==> src/rtl/motor_access_ctrl_pkg.sv <==
// Shared types, timing defaults and helpers for the motor code-lock controller.
// State encodings double as the display status code.
package motor_ctrl_pkg;

  typedef enum logic [2:0] {
    ST_IDLE  = 3'd0,
    ST_CHECK = 3'd1,
    ST_RUN   = 3'd2,
    ST_DENY  = 3'd3,
    ST_ERR   = 3'd4,
    ST_LOCK  = 3'd5
  } state_e;

  localparam int unsigned DEF_CNT_W = 24;
  localparam logic [4:0]  DEF_KEY   = 5'b10101;

  localparam logic [23:0] DEF_RUN_CYCLES  = 24'd1_000_000;
  localparam logic [23:0] DEF_DENY_CYCLES = 24'd100_000;
  localparam logic [23:0] DEF_LOCK_CYCLES = 24'd5_000_000;
  localparam logic [1:0]  DEF_MAX_FAILS   = 2'd3;

  function automatic logic is_3of5(logic [4:0] v);
    logic [2:0] n;
    n = '0;
    for (int i = 0; i < 5; i++) begin
      n = n + {2'b00, v[i]};
    end
    return n == 3'd3;
  endfunction

endpackage

==> src/rtl/motor_access_ctrl_if.sv <==
// Switch/button inputs and motor/display outputs of the code-lock.
// master = stimulus side, slave = controller side.
interface motor_access_ctrl_if;

  logic [4:0] code;
  logic       submit;
  logic       stop;
  logic       motor_en;
  logic [2:0] status;
  logic [1:0] fail_cnt;
  logic       busy;

  modport master (
    output code,
    output submit,
    output stop,
    input  motor_en,
    input  status,
    input  fail_cnt,
    input  busy
  );

  modport slave (
    input  code,
    input  submit,
    input  stop,
    output motor_en,
    output status,
    output fail_cnt,
    output busy
  );

endinterface

==> src/rtl/motor_access_ctrl_sync_edge.sv <==
// 2-FF synchronizer with registered level and rising-edge pulse.
// Third flop holds the previous level for edge detection.
module sync_edge (
  input  logic clk,
  input  logic rst_n,
  input  logic d,
  output logic level,
  output logic rise
);

  logic [2:0] sh_q;
  logic [2:0] sh_d;

  always_comb begin
    sh_d = {sh_q[1:0], d};
  end

  always_ff @(posedge clk or negedge rst_n) begin
    if (!rst_n) begin
      sh_q <= '0;
    end else begin
      sh_q <= sh_d;
    end
  end

  assign level = sh_q[1];
  assign rise  = sh_q[1] & ~sh_q[2];

endmodule

==> src/rtl/motor_access_ctrl.sv <==
// Code-lock sequencer: validate 3-of-5 code, run motor for a bounded time,
// count wrong attempts and impose lockout.
module motor_access_ctrl
  import motor_ctrl_pkg::*;
#(
  parameter int unsigned      CNT_W          = DEF_CNT_W,
  parameter logic [4:0]       KEY            = DEF_KEY,
  parameter logic [CNT_W-1:0] RUN_CYCLES     = DEF_RUN_CYCLES,
  parameter logic [CNT_W-1:0] DENY_CYCLES    = DEF_DENY_CYCLES,
  parameter logic [CNT_W-1:0] LOCKOUT_CYCLES = DEF_LOCK_CYCLES,
  parameter logic [1:0]       MAX_FAILS      = DEF_MAX_FAILS
) (
  input logic                clk,
  input logic                rst_n,
  motor_access_ctrl_if.slave bus
);

  localparam logic [CNT_W-1:0] RUN_LD  = RUN_CYCLES - 1'b1;
  localparam logic [CNT_W-1:0] DENY_LD = DENY_CYCLES - 1'b1;
  localparam logic [CNT_W-1:0] LOCK_LD = LOCKOUT_CYCLES - 1'b1;

  logic sub_rise;
  logic sub_lvl_unused;
  logic stop_lvl;
  logic stop_rise_unused;

  sync_edge u_sub (
    .clk   (clk),
    .rst_n (rst_n),
    .d     (bus.submit),
    .level (sub_lvl_unused),
    .rise  (sub_rise)
  );

  sync_edge u_stop (
    .clk   (clk),
    .rst_n (rst_n),
    .d     (bus.stop),
    .level (stop_lvl),
    .rise  (stop_rise_unused)
  );

  state_e           state_q, state_d;
  logic [CNT_W-1:0] timer_q, timer_d;
  logic [1:0]       fail_q, fail_d;
  logic [4:0]       code_q, code_d;
  logic             motor_en_q, motor_en_d;
  logic             busy_q, busy_d;

  logic       wt_ok;
  logic       key_hit;
  logic       lock_hit;
  logic [2:0] fail_inc;
  logic       tmr_zero;

  always_comb begin
    wt_ok    = is_3of5(code_q);
    key_hit  = wt_ok && (code_q == KEY);
    fail_inc = {1'b0, fail_q} + 3'd1;
    lock_hit = wt_ok && !key_hit &&
               (fail_inc == {1'b0, MAX_FAILS});
    tmr_zero = (timer_q == '0);
  end

  always_comb begin
    state_d = state_q;
    timer_d = timer_q;
    fail_d  = fail_q;
    code_d  = code_q;
    unique case (state_q)
      ST_IDLE: begin
        if (sub_rise) begin
          code_d  = bus.code;
          state_d = ST_CHECK;
        end
      end
      ST_CHECK: begin
        unique case (1'b1)
          !wt_ok: begin
            state_d = ST_ERR;
            timer_d = DENY_LD;
          end
          key_hit: begin
            state_d = ST_RUN;
            timer_d = RUN_LD;
            fail_d  = '0;
          end
          lock_hit: begin
            state_d = ST_LOCK;
            timer_d = LOCK_LD;
            fail_d  = MAX_FAILS;
          end
          default: begin
            state_d = ST_DENY;
            timer_d = DENY_LD;
            fail_d  = fail_inc[1:0];
          end
        endcase
      end
      // stop wins over expiry; both land in IDLE
      ST_RUN: begin
        if (stop_lvl || tmr_zero) begin
          state_d = ST_IDLE;
        end else begin
          timer_d = timer_q - 1'b1;
        end
      end
      ST_DENY, ST_ERR: begin
        if (tmr_zero) begin
          state_d = ST_IDLE;
        end else begin
          timer_d = timer_q - 1'b1;
        end
      end
      ST_LOCK: begin
        if (tmr_zero) begin
          state_d = ST_IDLE;
          fail_d  = '0;
        end else begin
          timer_d = timer_q - 1'b1;
        end
      end
      default: begin
        state_d = ST_IDLE;
      end
    endcase
    motor_en_d = (state_d == ST_RUN);
    busy_d     = (state_d != ST_IDLE);
  end

  always_ff @(posedge clk or negedge rst_n) begin
    if (!rst_n) begin
      state_q    <= ST_IDLE;
      timer_q    <= '0;
      fail_q     <= '0;
      code_q     <= '0;
      motor_en_q <= 1'b0;
      busy_q     <= 1'b0;
    end else begin
      state_q    <= state_d;
      timer_q    <= timer_d;
      fail_q     <= fail_d;
      code_q     <= code_d;
      motor_en_q <= motor_en_d;
      busy_q     <= busy_d;
    end
  end

  assign bus.motor_en = motor_en_q;
  assign bus.status   = state_q;
  assign bus.fail_cnt = fail_q;
  assign bus.busy     = busy_q;

endmodule

==> src/flat_wrapper.sv <==
// flat-port wrapper written by rule: the top's interface ports become plain ports
module motor_access_ctrl_flat import motor_ctrl_pkg::*;
#(
  parameter int unsigned      CNT_W          = DEF_CNT_W,
  parameter logic [4:0]       KEY            = DEF_KEY,
  parameter logic [CNT_W-1:0] RUN_CYCLES     = DEF_RUN_CYCLES,
  parameter logic [CNT_W-1:0] DENY_CYCLES    = DEF_DENY_CYCLES,
  parameter logic [CNT_W-1:0] LOCKOUT_CYCLES = DEF_LOCK_CYCLES,
  parameter logic [1:0]       MAX_FAILS      = DEF_MAX_FAILS
)
  (clk, rst_n, bus_code, bus_submit, bus_stop, bus_motor_en, bus_status, bus_fail_cnt, bus_busy);
  motor_access_ctrl_if bus_i ();
  input logic clk;
  input logic rst_n;
  input wire logic [$bits(bus_i.code)-1:0] bus_code;
  input wire logic [$bits(bus_i.submit)-1:0] bus_submit;
  input wire logic [$bits(bus_i.stop)-1:0] bus_stop;
  output wire logic [$bits(bus_i.motor_en)-1:0] bus_motor_en;
  output wire logic [$bits(bus_i.status)-1:0] bus_status;
  output wire logic [$bits(bus_i.fail_cnt)-1:0] bus_fail_cnt;
  output wire logic [$bits(bus_i.busy)-1:0] bus_busy;
  assign bus_i.code = bus_code;
  assign bus_i.submit = bus_submit;
  assign bus_i.stop = bus_stop;
  assign bus_motor_en = bus_i.motor_en;
  assign bus_status = bus_i.status;
  assign bus_fail_cnt = bus_i.fail_cnt;
  assign bus_busy = bus_i.busy;
  motor_access_ctrl #(.CNT_W(CNT_W), .KEY(KEY), .RUN_CYCLES(RUN_CYCLES), .DENY_CYCLES(DENY_CYCLES), .LOCKOUT_CYCLES(LOCKOUT_CYCLES), .MAX_FAILS(MAX_FAILS)) u_core (.clk(clk), .rst_n(rst_n), .bus(bus_i));
endmodule
==> config.mk <==
export PLATFORM = sky130hd
export DESIGN_NAME = motor_access_ctrl_flat
export DESIGN_NICKNAME = d
export VERILOG_FILES = /design/src/rtl/motor_access_ctrl_pkg.sv /design/src/rtl/motor_access_ctrl_if.sv /design/src/rtl/motor_access_ctrl_sync_edge.sv /design/src/rtl/motor_access_ctrl.sv /design/src/flat_wrapper.sv
export SDC_FILE = /design/constraint.sdc
export NUM_CORES = 1
export LEC_CHECK = 0
export BUFFER_PORTS_ARGS = -buffer_cell sky130_fd_sc_hd__buf_2
export CAP_MARGIN = 5
export CORE_ASPECT_RATIO = 1.2
export CORE_MARGIN = 2
export CORE_UTILIZATION = 37
export CTS_CLUSTER_DIAMETER = 60
export CTS_CLUSTER_SIZE = 24
export DETAILED_ROUTE_END_ITERATION = 6
export GPL_TIMING_DRIVEN = 0
export SLEW_MARGIN = 20
export SYNTH_ARGS = -nofsm -noshare
export SYNTH_HDL_FRONTEND = slang
export SYNTH_HIERARCHICAL = 1
export SYNTH_SLANG_ARGS = --single-unit
export TNS_END_PERCENT = 20
==> constraint.sdc <==
create_clock -name clk -period 6.5 [get_ports clk]
set_input_delay 0.65 -clock clk [delete_from_list [all_inputs] [get_ports clk]]
set_output_delay 0.65 -clock clk [all_outputs]
set_load 0.05 [all_outputs]
* Word level (Yosys, flattened, before mapping)
Index checks and enable logic that the tools add are counted.
** Cells by class
- Add/sub/neg operators :: 6
- $mul :: 0
- Div/mod/pow operators :: 0
- $lt $le $gt $ge :: 0
- Equal/unequal tests :: 13
- Shifts and indexed selects :: 0
- Mux-type cells :: 12
- Bitwise logic cells :: 2
- Reductions and logical operators :: 15
** Operators with widths (number)
- case mux 24 bit (3 select lines) :: 1
- 2-to-1 mux 24 bit :: 2
- case mux 23 bit (2 select lines) :: 1
- logical NOT 24 bit :: 1
- subtractor 24 x 1 -> 24 bit (second input constant) :: 1
- == test 3 x 2 -> 1 bit (second input constant) :: 5
- case mux 3 bit (4 select lines) :: 1
- adder 3 x 1 -> 3 bit :: 3
- 2-to-1 mux 3 bit :: 3
- case mux 3 bit (3 select lines) :: 1
- == test 3 bit (second input constant) :: 2
- != test 2 bit (second input constant) :: 3
- case mux 2 bit (3 select lines) :: 1
- AND reduction 3 bit :: 2
- nonzero test 3 bit :: 2
- == test 5 bit (second input constant) :: 1
- case mux 2 bit (2 select lines) :: 1
- adder 2 x 1 -> 3 bit (second input constant) :: 1
- == test 3 x 1 -> 1 bit (second input constant) :: 1
- logical AND 1 bit :: 3
- logical NOT 3 bit :: 1
- OR reduction 3 bit :: 1
- adder 1 x 1 -> 2 bit :: 1
- logical NOT 1 bit :: 2
- other kinds (7) :: 7
** Storage, ports and cells
- Register bits :: 41
- Latch bits :: 0
- Bits in writable memories :: 0
- Memory bits (read-only) :: 0
- Bits of input ports :: 9
- Output and inout port bits :: 7
- Memories kept :: 0

* Depth between registers and ports, before layout
Gate-level depths: netlist of run 1.
- Word-level depth :: 12
- Mapped depth :: 10
- Depth with buffers taken out :: 10

* Cells and area by module
The synthesis of run 1 kept the hierarchy.
** By module, submodules not included
- motor_access_ctrl :: times used 1, cells an instance 246, area each 2273.4 um2, sequential area each 900.9 um2
- sync_edge :: times used 2, cells an instance 4, area each 88.8 um2, sequential area each 75.1 um2

* Worst setup path after synthesis of run 1
Ideal clock, no wire load.
- Path kind :: register to register
- From :: register u_core.code_q[0]
- To :: register u_core.timer_q[7]
- Arrival :: 2684 ps
- Data required time :: 6349 ps
- Slack :: 3666 ps
- Cell stages (with the launch flop) :: 11
- Buffers on the path :: 0
- Period minus slack after synthesis :: 2834 ps
- Cells stage by stage :: dfrtp_1 inv_1 fa_1 inv_1 fa_1 ha_1 nand3b_1 a211oi_1 a41oi_1 o31ai_1 o31ai_1
** On the way
- Cells in the longest elaborated chain, start to end :: 11
- Elaborated cells on any way between the ends :: 12
- Classes of those cells :: add/sub (4); eq/ne (2); mux (2); reduce/logical (4)
** Ends and longest elaborated chain
- start, declared :: RTL line motor_access_ctrl.sv:46 : logic [4:0] code_q, code_d;
- start signal, assigned :: RTL line motor_access_ctrl.sv:143 : code_q <= code_d;
- adder 1 x 1 -> 2 bit :: RTL line motor_access_ctrl_pkg.sv:26 : n = n + {2'b00, v[i]};
- adder 3 x 1 -> 3 bit (3 in series) :: RTL line motor_access_ctrl_pkg.sv:26
- == test 3 x 2 -> 1 bit :: RTL line motor_access_ctrl_pkg.sv:28 : return n == 3'd3;
- logical AND 1 bit :: RTL line motor_access_ctrl.sv:58 : key_hit = wt_ok && (code_q == KEY);
- logical NOT 1 bit :: RTL line motor_access_ctrl.sv:60 : lock_hit = wt_ok && !key_hit &&
- logical AND 1 bit (2 in series) :: RTL line motor_access_ctrl.sv:60
- case mux 23 bit (2 select lines) * :: RTL line motor_access_ctrl.sv:78 : unique case (1'b1)
- case mux 24 bit (3 select lines) * :: RTL line motor_access_ctrl.sv:70 : unique case (state_q)
- end signal, assigned :: RTL line motor_access_ctrl.sv:141 : timer_q <= timer_d;
- end, declared :: RTL line motor_access_ctrl.sv:44 : logic [CNT_W-1:0] timer_q, timer_d;
Every way passes the cells marked *; elsewhere a longest branch is shown, timed or not.
A chain may end at the register's enable or synchronous reset.

* Worst setup path after layout of run 1
Same ends and word-level chain as after synthesis.

==> metrics, run 1 <==
status completed; Power per Cell Area 464 nW/um^2; yosys warns 6; antenna violations before repair 0; reg2reg setup slack around 3.4 ns; # clock sinks 41; Crit Path Max Fanout 8; final setup violation count 0; HP Class register to register; setup_tns 0 ns; CP Capture Type register; WHS 0.354 ns; final hold vios 0; DR iter-0 viols 211; FMAX 327 MHz; Port Buffers 15; drt via density 5.82; H-tree levels 2; Antenna Nets Post-Route 0; Wirelength per Cell between 15 and 20 um; Slew Limit Fails 0; Worst EP required 6.66 ns; R2R depth 10; die width between 70 and 80 um; drt total wl 6000 um; Setup Buffers After CTS 0; CTS tree done; syn_area_per_cell 9.57 um^2; Post-Syn Nets between 200 and 300; clk slew on worst S/H paths roughly 0.08 ns; clock skew roughly 0.011 ns; Synth-to-Final Area Change 11.4%; RSZ-0062 raised after global routing false; Worst Setup Start Kind register; critical register-to-register path startpoint u_core/code_q[0]; detailed-router iteration count before antenna repair 4; Core Footprint between 6000 and 7000 um^2; Die H approximately 90 um; post-DP HPWL 4180 um; Clock Path Buffers 2; Tot GR Track Use 18.0%; Initial Util 37.9%; share of layout cells above drive strength 1 14.6%; io pins 16; reg-to-reg critical path endpoint u_core/timer_q[7]; vias in the first global route between 2000 and 2500; min Tclk post-route just over 3 ns; cts-stage hold buffer count 0; LEAKAGE 0.00107 uW; Layout fillers roughly 630; cts bufs inserted 5; row count 32; period utilization 47.0%; NumNets Final approximately 290; Synth Instances 252; first-pass GRT wire length 10500 um; Post-Syn Area roughly 2400 um^2; worst hold stages 0; hold endpoint u_core/u_stop/sh_q[1]; largest net degree at the start of global routing 42; ANT cells 0; overall die area around 7200 um^2; Worst Setup Path Type register to register; DRC viols 0; grt ovf 0; Root Driver clkbuf_8; MaxCap Viol Count 0; placer's final routability congestion estimate between 0.8 and 0.9; vias about 2100; VDD IR max roughly 190 uV; Clock Latency Late Sink 0.29 ns; hold path startpoint u_core/u_stop/sh_q[0]; Worst Path Arrival 3.21 ns; max_slew headroom 35.5%; measured slew at the worst slew-check pin 0.959 ns; # resized after CTS 0
==> worst max-delay path by stage <==
stage / from / to / slack (ns) / cells past startpoint
finish: u_core/code_q[0] / u_core/timer_q[7] / 3.45 / 10
global route: u_core/code_q[0] / u_core/timer_q[7] / 3.25 / 10
global placement: u_core/code_q[0] / u_core/timer_q[7] / 3.11 / 10
CTS: u_core/code_q[0] / u_core/timer_q[7] / 3.10 / 10
detailed placement: u_core/code_q[0] / u_core/timer_q[7] / 3.12 / 10
floorplan: u_core/code_q[0] / u_core/timer_q[7] / 3.67 / 10
==> cell type report <==
type	instances	area [um^2]	share of cell area, %
Buffer	13	61.3	2.28
Multi-Input combinational cell	185	1290	48.0
Inverter	13	48.8	1.82
Timing Repair Buffer	16	80.1	2.98
Clock inverter	1	5.00	0.186
Clock buffer	5	68.8	2.56
Tap cell	85	106	3.96
Sequential cell	41	1030	38.2
==> worst max-delay path, stage by stage, from the launching register on <==
cell	delay [ns]
dfrtp_1	0.35
inv_1	0.07
fa_1	0.54
inv_1	0.05
fa_1	0.36
ha_1	0.28
nand3b_1	0.21
a211oi_2	0.62
a41oi_1	0.11
o31ai_1	0.24
o31ai_1	0.11
==> power breakdown <==
group	internal, uW	switching [uW]
Clock	70.8	84.8
Sequential	333	75.1
Combinational	244	440
==> state kept, by name (all words and copies together) (netlist names) <==
register and cells:
u_core/u_sub/sh_q 3, u_core/bus.fail_cnt 2, u_core/timer_q 24, u_core/bus.busy 1, u_core/u_stop/sh_q 2, u_core/bus.motor_en 1, u_core/bus.status 3, u_core/code_q 5
==> metrics by stage <==
step,instance area [um^2],total power [uW],instances,util [%],worst slack (ns)
after floorplan,2410,915,252,-,3.67
after global placement,2590,1070,352,40.7,3.11
after detailed placement,2610,1090,353,41.0,3.12
after CTS,2680,1250,359,42.1,3.10
after global routing,2690,1350,359,42.2,3.25
final,2690,1250,359,42.2,3.45
==> layout by cell type (no fill, tap or decap), types with 3 or more instances in the layout <==
master / instances
a21oi_1: 27
a31oi_1: 7
a41oi_1: 7
and3_1: 3
buf_2: 17
clkbuf_1: 9
clkbuf_8: 5
dfrtp_1: 41
ha_1: 5
inv_1: 13
mux2i_1: 4
nand2_1: 18
nand2b_1: 4
nand3_1: 4
nand4_1: 3
nor2_1: 14
nor2b_1: 3
nor3_1: 9
nor4_1: 7
o21ai_0: 6
o22a_1: 6
o22ai_1: 3
o31ai_1: 5
or3_1: 3
or4_1: 7
==> layer usage <==
layer	track usage, %	part of all wire, %	up-vias	wire length (um)
met4	4.91	0.95	0	57
met5	0	0	-	0
met2	31.0	50	65	3020
met3	2.73	5.1	6	309
li1	-	-	991	-
met1	23.5	44	1026	2620
(Power assumes the default switching activity.)
==> run 2: changes to the inputs <==
clock period = 3.2 ns   (was 6.5 ns; I/O delays follow)
==> run 2 against run 1 <==
Sequential cell count did not move. Clock-buffer cell count did not move. Die area did not move. Maximum frequency rose by 5.3%. Critical path depth did not move. Wire length fell by 0.47%. Combinational power rose by 110%. Final cell count did not move. Core utilization rose by 0.12 points. Design area rose by 0.28%. Largest cell class unchanged. Sequential share of layout area fell by 0.11 points. Clock skew fell by 0.00094 ns.
==> metrics, run 2 (synthesis gave the netlist of run 1 again) <==
overall die area between 7000 and 8000 um^2; LEAKAGE 0.00107 uW; final worst slack 0.298 ns; most common cell after layout, fill and taps aside dfrtp_1; final hold vios 0; max reg flops 24; period utilization 90.7%; Core Footprint around 6400 um^2; DR iter-0 viols 222; Largest Register u_core/timer_q; Worst Path Arrival 3.07 ns; sequential power share about a third; Root Driver clkbuf_8; placer's final routability congestion estimate roughly 0.86; CTS tree done; die width 77.7 um; Setup WS pre-CTS -0.182 ns; R2R depth 10; Initial Util 37.9%; min Tclk post-route 2.90 ns; vias in the first global route roughly 2200; drt total wl around 6000 um; Worst Setup Path Type register to register; top flop regs u_core/timer_q (24), u_core/code_q (5); clk slew on worst S/H paths 0.08 ns; Power per Cell Area between 900 and 1000 nW/um^2; CP Capture Type register; Clock Path Buffers 2; RSZ-0062 raised after global routing false; VDD IR max 402 uV; io pins 16; MaxCap Viol Count 0; cts bufs inserted 5; Port Buffers 15; Net Sw Frac 48.4%; vias about 2100; ANT cells 0; Synth-to-Final Area Change 11.7%; Clock Latency Late Sink 0.29 ns; cts-stage hold buffer count 0; most frequent cells in the layout dfrtp_1 (41), a21oi_1 (27), nand2_1 (18); detailed-router iteration count before antenna repair 4; share of layout cells above drive strength 1 approximately 15%; DRC viols 0; Finished Core Util between 40 and 50%; max_slew headroom 35.8%; P_sw 1230 uW; post-DP HPWL 4180 um; reg2reg setup slack 0.30 ns; WHS between 0.1 and 0.15 ns; HP Class primary input to register; row count 32; critical register-to-register path startpoint u_core/code_q[0]; Tot GR Track Use 18.1%; clock share of power 12.3%; worst hold stages 1; Worst EP required 3.37 ns; clock skew approximately 0.0099 ns; antenna violations before repair 0; Crit Path Max Fanout 8; Wirelength per Cell 16.6 um; H-tree levels 2; first-pass GRT wire length 10500 um; reg-to-reg critical path endpoint u_core/timer_q[7]; # clock sinks a little over 40; Slew Limit Fails 0; NumNets Final just under 300; drt via density 5.75; Layout fillers 633; Int Pwr ~1300 uW; Antenna Nets Post-Route 0; hold endpoint u_core/u_stop/sh_q[0]; Die H just over 90 um; FMAX 345 MHz; largest net degree at the start of global routing 42; Combinational Power Share 55.2%; measured slew at the worst slew-check pin 0.954 ns; grt ovf 0; status completed; final setup violation count 0; hold path startpoint bus_stop; Worst Setup Start Kind register
run 2: cell types whose count changed in the layout (fill, tap and decap cells not counted):
cell | before | now
a211oi_4 | 0 | 1
a211oi_2 | 1 | 0
run 2: worst max path at each step:
stage / start / endpoint / cells past startpoint
final: u_core/code_q[0] / u_core/timer_q[7] / 10
after global routing: u_core/timer_q[2] / u_core/timer_q[10] / 6
after CTS: u_core/code_q[0] / u_core/timer_q[7] / 10
after detailed placement: u_core/code_q[0] / u_core/timer_q[7] / 10
after global placement: u_core/code_q[0] / u_core/timer_q[7] / 10
after floorplan: u_core/code_q[0] / u_core/timer_q[7] / 10
run 2: power by group through the flow:
stage	Clock, uW	Sequential (uW)	Combinational (uW)
5_1_grt	342	858	1570
3_5_place_dp	0	835	1380
3_3_place_gp	0	830	1350
2_1_floorplan	0	906	952
4_1_cts	330	826	1390
6_report	315	828	1410
run 2: repair_timing:
item | in CTS | in global routing
setup endpoints to repair | 4 | 1
buffers inserted | 0 | 0
hold endpoints to repair | 0 | 0
cloned | 0 | 0
gates resized for setup | 1 | 1
run 2: metal layers:
metal / share of wire (%) / GRT usage (%) / vias to the layer above
met5: 0 / 0 / -
met2: 51 / 31.0 / 49
met1: 45 / 23.6 / 1019
met4: 0.95 / 4.91 / 0
li1: - / - / 991
met3: 3.7 / 2.73 / 6
run 2: final cells by class:
type / instances / area [um^2] / area share [%]
plain buffers: 13 / 61.3 / 2.28
clock buffers: 5 / 68.8 / 2.55
clock inverters: 1 / 5.00 / 0.186
inverters: 13 / 48.8 / 1.81
multi-input cells: 185 / 1300 / 48.2
flip-flops and latches: 41 / 1030 / 38.1
well taps: 85 / 106 / 3.95
repair buffers: 16 / 80.1 / 2.97
run 2: worst max-delay path, cell delays in order (launching register included):
cell and delay, ns:
dfrtp_1 0.35, inv_1 0.07, fa_1 0.54, inv_1 0.05
fa_1 0.36, ha_1 0.28, nand3b_1 0.24, a211oi_4 0.47
a41oi_1 0.10, o31ai_1 0.22, o31ai_1 0.10
run 2: through the flow:
step | setup TNS [ns] | total power [uW] | cells | area [um^2]
after CTS | 0 | 2550 | 359 | 2690
after global routing | 0 | 2770 | 359 | 2690
after floorplan | 0 | 1860 | 252 | 2410
after global placement | -0.238 | 2180 | 352 | 2590
after detailed placement | -0.217 | 2210 | 353 | 2610
final | 0 | 2550 | 359 | 2690
